===== src/rtl/ascon_serial_io_if.sv =====
// Handshake and bus bundle between the Ascon serial front end, its
// serial producers/consumers and the parallel masked core.
interface ascon_serial_io_if #(
   parameter int K      = 128,
   parameter int L      = 80,
   parameter int Y      = 80,
   parameter int SHARES = 3,
   parameter int W      = 1,
   parameter int NR     = 7
);
   logic                  load_valid;
   logic                  in_ready;
   logic [SHARES*W-1:0]   key_si;
   logic [SHARES*W-1:0]   nonce_si;
   logic [SHARES*W-1:0]   ad_si;
   logic [SHARES*W-1:0]   pt_si;
   logic [NR*W-1:0]       rnd_si;
   logic                  start;
   logic                  busy;
   logic [SHARES*K-1:0]   core_key;
   logic [SHARES*128-1:0] core_nonce;
   logic [SHARES*L-1:0]   core_ad;
   logic [SHARES*Y-1:0]   core_pt;
   logic [NR*64-1:0]      core_rnd;
   logic                  core_start;
   logic                  core_done;
   logic [Y-1:0]          core_ct;
   logic [127:0]          core_tag;
   logic                  out_ready;
   logic [W-1:0]          ct_so;
   logic                  ct_valid;
   logic [W-1:0]          tag_so;
   logic                  tag_valid;

   modport slave (
      input  load_valid, key_si, nonce_si, ad_si, pt_si, rnd_si, start,
             core_done, core_ct, core_tag, out_ready,
      output in_ready, busy, core_key, core_nonce, core_ad, core_pt, core_rnd,
             core_start, ct_so, ct_valid, tag_so, tag_valid
   );

   modport master (
      output load_valid, key_si, nonce_si, ad_si, pt_si, rnd_si, start,
             core_done, core_ct, core_tag, out_ready,
      input  in_ready, busy, core_key, core_nonce, core_ad, core_pt, core_rnd,
             core_start, ct_so, ct_valid, tag_so, tag_valid
   );
endinterface


===== src/rtl/ascon_serial_io.sv =====
// Serial-load / serial-drain front end for the masked Ascon AEAD core:
// MSB-first share loading, one-cycle core start, LSB-first ct/tag drain.
module ascon_sio_lane #(
   parameter int F = 64,
   parameter int W = 1
) (
   input  logic         clk,
   input  logic         rst,
   input  logic         en,
   input  logic [W-1:0] din,
   output logic [F-1:0] q
);
   always_ff @(posedge clk) begin
      if (rst)     q <= '0;
      else if (en) q <= {q[F-W-1:0], din};
   end
endmodule

module ascon_serial_io #(
   parameter int K      = 128,
   parameter int L      = 80,
   parameter int Y      = 80,
   parameter int SHARES = 3,
   parameter int W      = 1,
   parameter int NR     = 7
) (
   input  logic             clk,
   input  logic             rst,
   ascon_serial_io_if.slave io
);
   localparam int M1   = (K > 128) ? K : 128;
   localparam int M2   = (M1 > L) ? M1 : L;
   localparam int M3   = (M2 > Y) ? M2 : Y;
   localparam int MAXB = ((M3 > 64) ? M3 : 64) / W;
   localparam int DMAX = ((Y > 128) ? Y : 128) / W;
   localparam int BW   = $clog2(MAXB + 1);
   localparam int DW   = $clog2(DMAX + 1);

   // Per-field beat limits: a field only shifts while its own bits are arriving.
   localparam logic [BW-1:0] KB    = BW'(K / W);
   localparam logic [BW-1:0] NB    = BW'(128 / W);
   localparam logic [BW-1:0] LB    = BW'(L / W);
   localparam logic [BW-1:0] YB    = BW'(Y / W);
   localparam logic [BW-1:0] RB    = BW'(64 / W);
   localparam logic [BW-1:0] LASTB = BW'(MAXB - 1);
   localparam logic [DW-1:0] CTD   = DW'(Y / W);
   localparam logic [DW-1:0] TGD   = DW'(128 / W);
   localparam logic [DW-1:0] LASTD = DW'(DMAX - 1);

   typedef enum logic [1:0] {LOAD, ARMED, RUN, DRAIN} state_t;

   state_t         state;
   logic [BW-1:0]  b;
   logic [DW-1:0]  d;
   logic [Y-1:0]   ct_sh;
   logic [127:0]   tag_sh;
   logic           in_ready_q, busy_q, core_start_q;
   logic           load_fire, ct_v, tag_v;

   logic [SHARES-1:0][K-1:0]   key_q;
   logic [SHARES-1:0][127:0]   non_q;
   logic [SHARES-1:0][L-1:0]   ad_q;
   logic [SHARES-1:0][Y-1:0]   pt_q;
   logic [NR-1:0][63:0]        rnd_q;

   assign load_fire = (state == LOAD) && io.load_valid;
   assign ct_v      = (state == DRAIN) && (d < CTD);
   assign tag_v     = (state == DRAIN) && (d < TGD);

   for (genvar s = 0; s < SHARES; s++) begin : g_sh
      ascon_sio_lane #(.F(K),   .W(W)) u_key (.clk(clk), .rst(rst), .en(load_fire && (b < KB)),
                                              .din(io.key_si[s*W +: W]),   .q(key_q[s]));
      ascon_sio_lane #(.F(128), .W(W)) u_non (.clk(clk), .rst(rst), .en(load_fire && (b < NB)),
                                              .din(io.nonce_si[s*W +: W]), .q(non_q[s]));
      ascon_sio_lane #(.F(L),   .W(W)) u_ad  (.clk(clk), .rst(rst), .en(load_fire && (b < LB)),
                                              .din(io.ad_si[s*W +: W]),    .q(ad_q[s]));
      ascon_sio_lane #(.F(Y),   .W(W)) u_pt  (.clk(clk), .rst(rst), .en(load_fire && (b < YB)),
                                              .din(io.pt_si[s*W +: W]),    .q(pt_q[s]));
   end

   for (genvar r = 0; r < NR; r++) begin : g_rnd
      ascon_sio_lane #(.F(64), .W(W)) u_rnd (.clk(clk), .rst(rst), .en(load_fire && (b < RB)),
                                             .din(io.rnd_si[r*W +: W]), .q(rnd_q[r]));
   end

   always_ff @(posedge clk) begin
      if (rst) begin
         state        <= LOAD;
         b            <= '0;
         d            <= '0;
         ct_sh        <= '0;
         tag_sh       <= '0;
         in_ready_q   <= 1'b1;
         busy_q       <= 1'b0;
         core_start_q <= 1'b0;
      end else begin
         core_start_q <= 1'b0;
         case (state)
            LOAD: if (io.load_valid) begin
               if (b == LASTB) begin
                  b          <= '0;
                  state      <= ARMED;
                  in_ready_q <= 1'b0;
               end else begin
                  b <= b + 1'b1;
               end
            end
            ARMED: if (io.start) begin
               core_start_q <= 1'b1;
               busy_q       <= 1'b1;
               state        <= RUN;
            end
            RUN: if (io.core_done) begin
               ct_sh  <= io.core_ct;
               tag_sh <= io.core_tag;
               d      <= '0;
               state  <= DRAIN;
            end
            DRAIN: if (io.out_ready && (ct_v || tag_v)) begin
               ct_sh  <= ct_sh >> W;
               tag_sh <= tag_sh >> W;
               if (d == LASTD) begin
                  d          <= '0;
                  b          <= '0;
                  state      <= LOAD;
                  in_ready_q <= 1'b1;
                  busy_q     <= 1'b0;
               end else begin
                  d <= d + 1'b1;
               end
            end
            default: state <= LOAD;
         endcase
      end
   end

   assign io.in_ready   = in_ready_q;
   assign io.busy       = busy_q;
   assign io.core_start = core_start_q;
   assign io.core_key   = key_q;
   assign io.core_nonce = non_q;
   assign io.core_ad    = ad_q;
   assign io.core_pt    = pt_q;
   assign io.core_rnd   = rnd_q;
   assign io.ct_valid   = ct_v;
   assign io.tag_valid  = tag_v;
   assign io.ct_so      = ct_v  ? ct_sh[W-1:0]  : '0;
   assign io.tag_so     = tag_v ? tag_sh[W-1:0] : '0;
endmodule


===== src/flat_wrapper.sv =====
// flat-port wrapper written by rule: the top's interface ports become plain ports
module ascon_serial_io_flat 
#(
   parameter int K      = 128,
   parameter int L      = 80,
   parameter int Y      = 80,
   parameter int SHARES = 3,
   parameter int W      = 1,
   parameter int NR     = 7
)
  (clk, rst, io_load_valid, io_key_si, io_nonce_si, io_ad_si, io_pt_si, io_rnd_si, io_start, io_core_done, io_core_ct, io_core_tag, io_out_ready, io_in_ready, io_busy, io_core_key, io_core_nonce, io_core_ad, io_core_pt, io_core_rnd, io_core_start, io_ct_so, io_ct_valid, io_tag_so, io_tag_valid);
  ascon_serial_io_if #(.K(K), .L(L), .Y(Y), .SHARES(SHARES), .W(W), .NR(NR)) io_i ();
  input  logic clk;
  input  logic rst;
  input wire logic [$bits(io_i.load_valid)-1:0] io_load_valid;
  input wire logic [$bits(io_i.key_si)-1:0] io_key_si;
  input wire logic [$bits(io_i.nonce_si)-1:0] io_nonce_si;
  input wire logic [$bits(io_i.ad_si)-1:0] io_ad_si;
  input wire logic [$bits(io_i.pt_si)-1:0] io_pt_si;
  input wire logic [$bits(io_i.rnd_si)-1:0] io_rnd_si;
  input wire logic [$bits(io_i.start)-1:0] io_start;
  input wire logic [$bits(io_i.core_done)-1:0] io_core_done;
  input wire logic [$bits(io_i.core_ct)-1:0] io_core_ct;
  input wire logic [$bits(io_i.core_tag)-1:0] io_core_tag;
  input wire logic [$bits(io_i.out_ready)-1:0] io_out_ready;
  output wire logic [$bits(io_i.in_ready)-1:0] io_in_ready;
  output wire logic [$bits(io_i.busy)-1:0] io_busy;
  output wire logic [$bits(io_i.core_key)-1:0] io_core_key;
  output wire logic [$bits(io_i.core_nonce)-1:0] io_core_nonce;
  output wire logic [$bits(io_i.core_ad)-1:0] io_core_ad;
  output wire logic [$bits(io_i.core_pt)-1:0] io_core_pt;
  output wire logic [$bits(io_i.core_rnd)-1:0] io_core_rnd;
  output wire logic [$bits(io_i.core_start)-1:0] io_core_start;
  output wire logic [$bits(io_i.ct_so)-1:0] io_ct_so;
  output wire logic [$bits(io_i.ct_valid)-1:0] io_ct_valid;
  output wire logic [$bits(io_i.tag_so)-1:0] io_tag_so;
  output wire logic [$bits(io_i.tag_valid)-1:0] io_tag_valid;
  assign io_i.load_valid = io_load_valid;
  assign io_i.key_si = io_key_si;
  assign io_i.nonce_si = io_nonce_si;
  assign io_i.ad_si = io_ad_si;
  assign io_i.pt_si = io_pt_si;
  assign io_i.rnd_si = io_rnd_si;
  assign io_i.start = io_start;
  assign io_i.core_done = io_core_done;
  assign io_i.core_ct = io_core_ct;
  assign io_i.core_tag = io_core_tag;
  assign io_i.out_ready = io_out_ready;
  assign io_in_ready = io_i.in_ready;
  assign io_busy = io_i.busy;
  assign io_core_key = io_i.core_key;
  assign io_core_nonce = io_i.core_nonce;
  assign io_core_ad = io_i.core_ad;
  assign io_core_pt = io_i.core_pt;
  assign io_core_rnd = io_i.core_rnd;
  assign io_core_start = io_i.core_start;
  assign io_ct_so = io_i.ct_so;
  assign io_ct_valid = io_i.ct_valid;
  assign io_tag_so = io_i.tag_so;
  assign io_tag_valid = io_i.tag_valid;
  ascon_serial_io #(.K(K), .L(L), .Y(Y), .SHARES(SHARES), .W(W), .NR(NR)) u_core (.clk(clk), .rst(rst), .io(io_i));
endmodule

===== config.mk =====
export PLATFORM = sky130hd
export DESIGN_NAME = ascon_serial_io_flat
export DESIGN_NICKNAME = d
export VERILOG_FILES = /design/src/rtl/ascon_serial_io_if.sv /design/src/rtl/ascon_serial_io.sv /design/src/flat_wrapper.sv
export SDC_FILE = /design/constraint.sdc
export NUM_CORES = 2
export LEC_CHECK = 0
export ABC_AREA = 1
export BUFFER_PORTS_ARGS = -buffer_cell sky130_fd_sc_hd__buf_2
export CAP_MARGIN = 20
export CORE_AREA = 4 4 751 753
export DETAILED_ROUTE_END_ITERATION = 10
export DIE_AREA = 0 0 755 757
export PLACE_DENSITY = 0.3
export SLEW_MARGIN = 20
export SYNTH_ARGS = -nofsm -noshare
export SYNTH_HDL_FRONTEND = slang
export SYNTH_HIERARCHICAL = 1
export SYNTH_SLANG_ARGS = --single-unit

===== constraint.sdc =====
create_clock -name clk -period 6.4 [get_ports clk]
set_input_delay 0 -clock clk [delete_from_list [all_inputs] [get_ports clk]]
set_output_delay 0 -clock clk [all_outputs]
set_load 0.02 [all_outputs]

==> metrics.txt <==
slew margin rel.=roughly 28%; clk_lat worst skew=roughly 900 ps; startpoint types=register; setup tns final=0 ps; VDD IR max=155.4 uV; residual DRC count=0; crit-path cells=ha_4 -> nand3_1 -> o21ai_1 -> nand2_8 -> inv_8 -> buf_4 -> nor2_1 -> nor2_1; drt pass-1 iters=5; die footprint=about 570,000 sq um; Setup CP Type=reg -> reg; layout cell share with drive strength beyond 1=16.60%; synth-to-layout area growth=36.33%; synthesized netlist cell count=approximately 13k; worst hold-check path type=in -> reg; max frequency=254.1 MHz; mean number of vias per cell=~3.4; Starting DRT DRC Count=3,863; WHS=about 140 ps; CP Capture Type=register; CP max-delay cell=inv_8; first-pass GRT wire length=roughly 510,000 um; area share of fa/ha/maj cells after synthesis=less than 1%; Core Footprint=556,400 sq um; GRT Total Usage=about an eighth; register area share after synthesis=47.88%; CTS tree=built; Pwr Density=about 300 nW/um^2; status=completed; Hold-fix buffers, CTS=452; root buffer cell=clkbuf_16; maximum root-to-sink buffer count=4; Routed Antenna Nets=0; Simple-Gate Fraction of Synth Area=a little under two fifths; CTS buffer count=roughly 280; RePlAce Congestion=0.7702; mux share of post-synthesis cell area=0%; Seq cells post-synth=slightly below 2k; Syn Nets=approximately 13k; die height=roughly 760 um; Yosys top cell by area=dfxtp_1; WL per Instance=between 15 and 20 um; Buffers & Inverters on Critical Path=2; Starting Density=between 10% and 20%; Post-Syn Area per Cell=about 6.4 sq um; fillers=roughly 65k; die width=around 760 um; # IOs=slightly below 2k; setup repair bufs after CTS=0; post-CTS sizing=0; CP top delay family=buffers and inverters; Setup violations, final=0; fin crit period=3936 ps; CTS sink count=about 1.9k; WP data required=roughly 7000 ps; final period utilization=between 60% and 70%; largest family of logic cells by synthesized area=simple AND/OR/NAND/NOR gates; Final Hold Vio Count=0; Synth top area share=between 40% and 50%; Synth cell types=28; largest net degree at the start of global routing=220; top cells by area, synth=dfxtp_1 48%, nand2_1 19%, nor2_1 18%; RSZ-0062 raised after global routing=no; Routed Wire Length=363,100 um; max-slew violation count=0; clk slew on worst S/H paths=approximately 50 ps; fin nets=14.84k; vias in the first global route=roughly 72k; Worst Tran Pin Value=1083 ps; initial antenna violation count=37; grt ovf=0; Post-Syn Area=just over 80,000 sq um; worst path arrival time=4740 ps; DP HPWL=between 200,000 and 300,000 um; via count=~76k; Rows=274; Max Cap Viol=0; post-synthesis compound-gate area fraction=between 1 and 1.5%; clk_skew=56.46 ps; Synth Area in XOR/XNOR=less than 1%; crit path max fanout=134; Leak Pwr=about 55 nW; IO Port Bufs=between 1.5k and 2k; most frequent cell on the critical path=nor2_1; CP max stage delay=850 ps; H-tree Lvls=5; Ys Warns=6
==> cell usage after synthesis <==
library cell,n
ha_1,7
nor3_1,4
nand3_1,17
buf_2,293
nor3b_1,1
xor2_1,3
a21oi_1,11
o22ai_1,1
nor2_1,3844
nand4_1,5
or2_2,2
inv_1,1733
inv_2,15
o21bai_1,1
o21ai_1,1
o21ai_0,211
a21oi_2,1
dfxtp_1,1925
nor4_1,1
buf_4,147
nand2_2,2
a31oi_1,1
clkbuf_1,119
nor2_4,1
o21a_1,1
buf_6,109
nand3b_1,2
nand2_1,4061
==> report_power, final <==
part,internal [W],switching (W)
clock network,0.00927,0.00622
logic,0.00145,0.00318
registers,0.0127,0.000565
==> layout make-up <==
class / instances / area, sq um / share of cell area (%)
antenna: 15 / 37.54 / 0.03421
inverter: 1748 / 6605 / 6.020
clock buffer: 417 / 8205 / 7.479
tap: 7452 / 9324 / 8.498
sequential: 1925 / 38540 / 35.12
clock inverter: 59 / 819.5 / 0.7469
timing repair buffer: 2471 / 15000 / 13.68
multi-input combinational: 8178 / 31180 / 28.42
==> registers in the layout, indices dropped and copies added, names as in the netlist <==
register              count
u_core/g_rnd.u_rnd/q    448
u_core/g_sh.u_key/q     384
u_core/g_sh.u_non/q     384
u_core/g_sh.u_ad/q      240
u_core/g_sh.u_pt/q      240
u_core/tag_sh           128
u_core/ct_sh             80
u_core/b                  8
u_core/d                  8
u_core/state              2
u_core/io.busy            1
u_core/io.core_start      1
u_core/io.in_ready        1
==> cell usage in the layout (no fill, tap or decap), types with 3 or more instances in the layout <==
cell           instances
clkbuf_8              62
clkinv_16              4
dfxtp_1             1925
clkinv_8               9
a21oi_1               11
buf_4                 72
inv_16                 3
clkbuf_16            283
o21ai_0              211
clkbuf_1              72
ha_1                   6
buf_2               1934
xor2_1                 3
inv_2                 12
inv_1               1725
nand3_1               17
buf_12                13
nand2_1             4061
diode_2               15
bufinv_16             10
clkinv_2              26
nor3_1                 3
nand4_1                5
nor2_1              3844
dlygate4sd3_1        452
inv_4                  5
inv_6                  8
==> stage by stage <==
stage	instance area (sq um)	std cells	worst slack (ps)	total power, W	utilization [%]
2_1_floorplan	80480	12519	3477	0.01620	-
3_3_place_gp	96130	21322	2471	0.01806	17.28
3_5_place_dp	96130	21322	2463	0.01805	17.28
4_1_cts	109700	22250	2437	0.03436	19.71
5_1_grt	109700	22255	2118	0.03524	19.71
6_report	109700	22265	2464	0.03338	19.72
==> worst reg2reg max path: cells and delay by family, from the launching register on <==
family,cells,cell delay [ps]
and+or+nand+nor,4,940
adders and majority gates,1,580
DFF,1,430
AOI/OAI and AO/OA,1,260
buffers and inverters,2,1660
==> logic make-up (layout without fill, tap and decap cells) <==
| logic type | count (synthesis) | in the layout |
|---|---|---|
| simple gates | 7940 | 7940 |
| fa+ha+maj | 7 | 7 |
| flops | 1925 | 1925 |
| buf+inv | 2416 | 4695 |
| other cells | 0 | 15 |
| compound gates | 228 | 228 |
| xor+xnor | 3 | 3 |
==> routing by layer <==
metal  GRT usage [%]  part of all wire, %  wire [um]  vias to the layer above
met5               0                0.017         63                        -
met4           3.075                  2.6       9308                       12
met3           4.740                  9.0      32730                      398
met2           20.26                   46     167600                     1686
met1           14.23                   42     153500                    33821
li1                -                    -          -                    40080
==> final timing paths <==
kind                            slack (ps)                       endpoint  depth (start not counted)                          start
worst min-delay path                   140       u_core/b[4]$_SDFFE_PP0P_                          3                            rst
worst min register to register         450  u_core/tag_sh[0]$_SDFFE_PP0P_                          2  u_core/tag_sh[0]$_SDFFE_PP0P_
worst max register to register        2460  u_core/ct_sh[44]$_SDFFE_PP0P_                          8   u_core/state[0]$_SDFFE_PP0P_
worst max-delay path                  2460  u_core/ct_sh[44]$_SDFFE_PP0P_                          8   u_core/state[0]$_SDFFE_PP0P_
No activity file was read; power rests on OpenSTA's default activity.
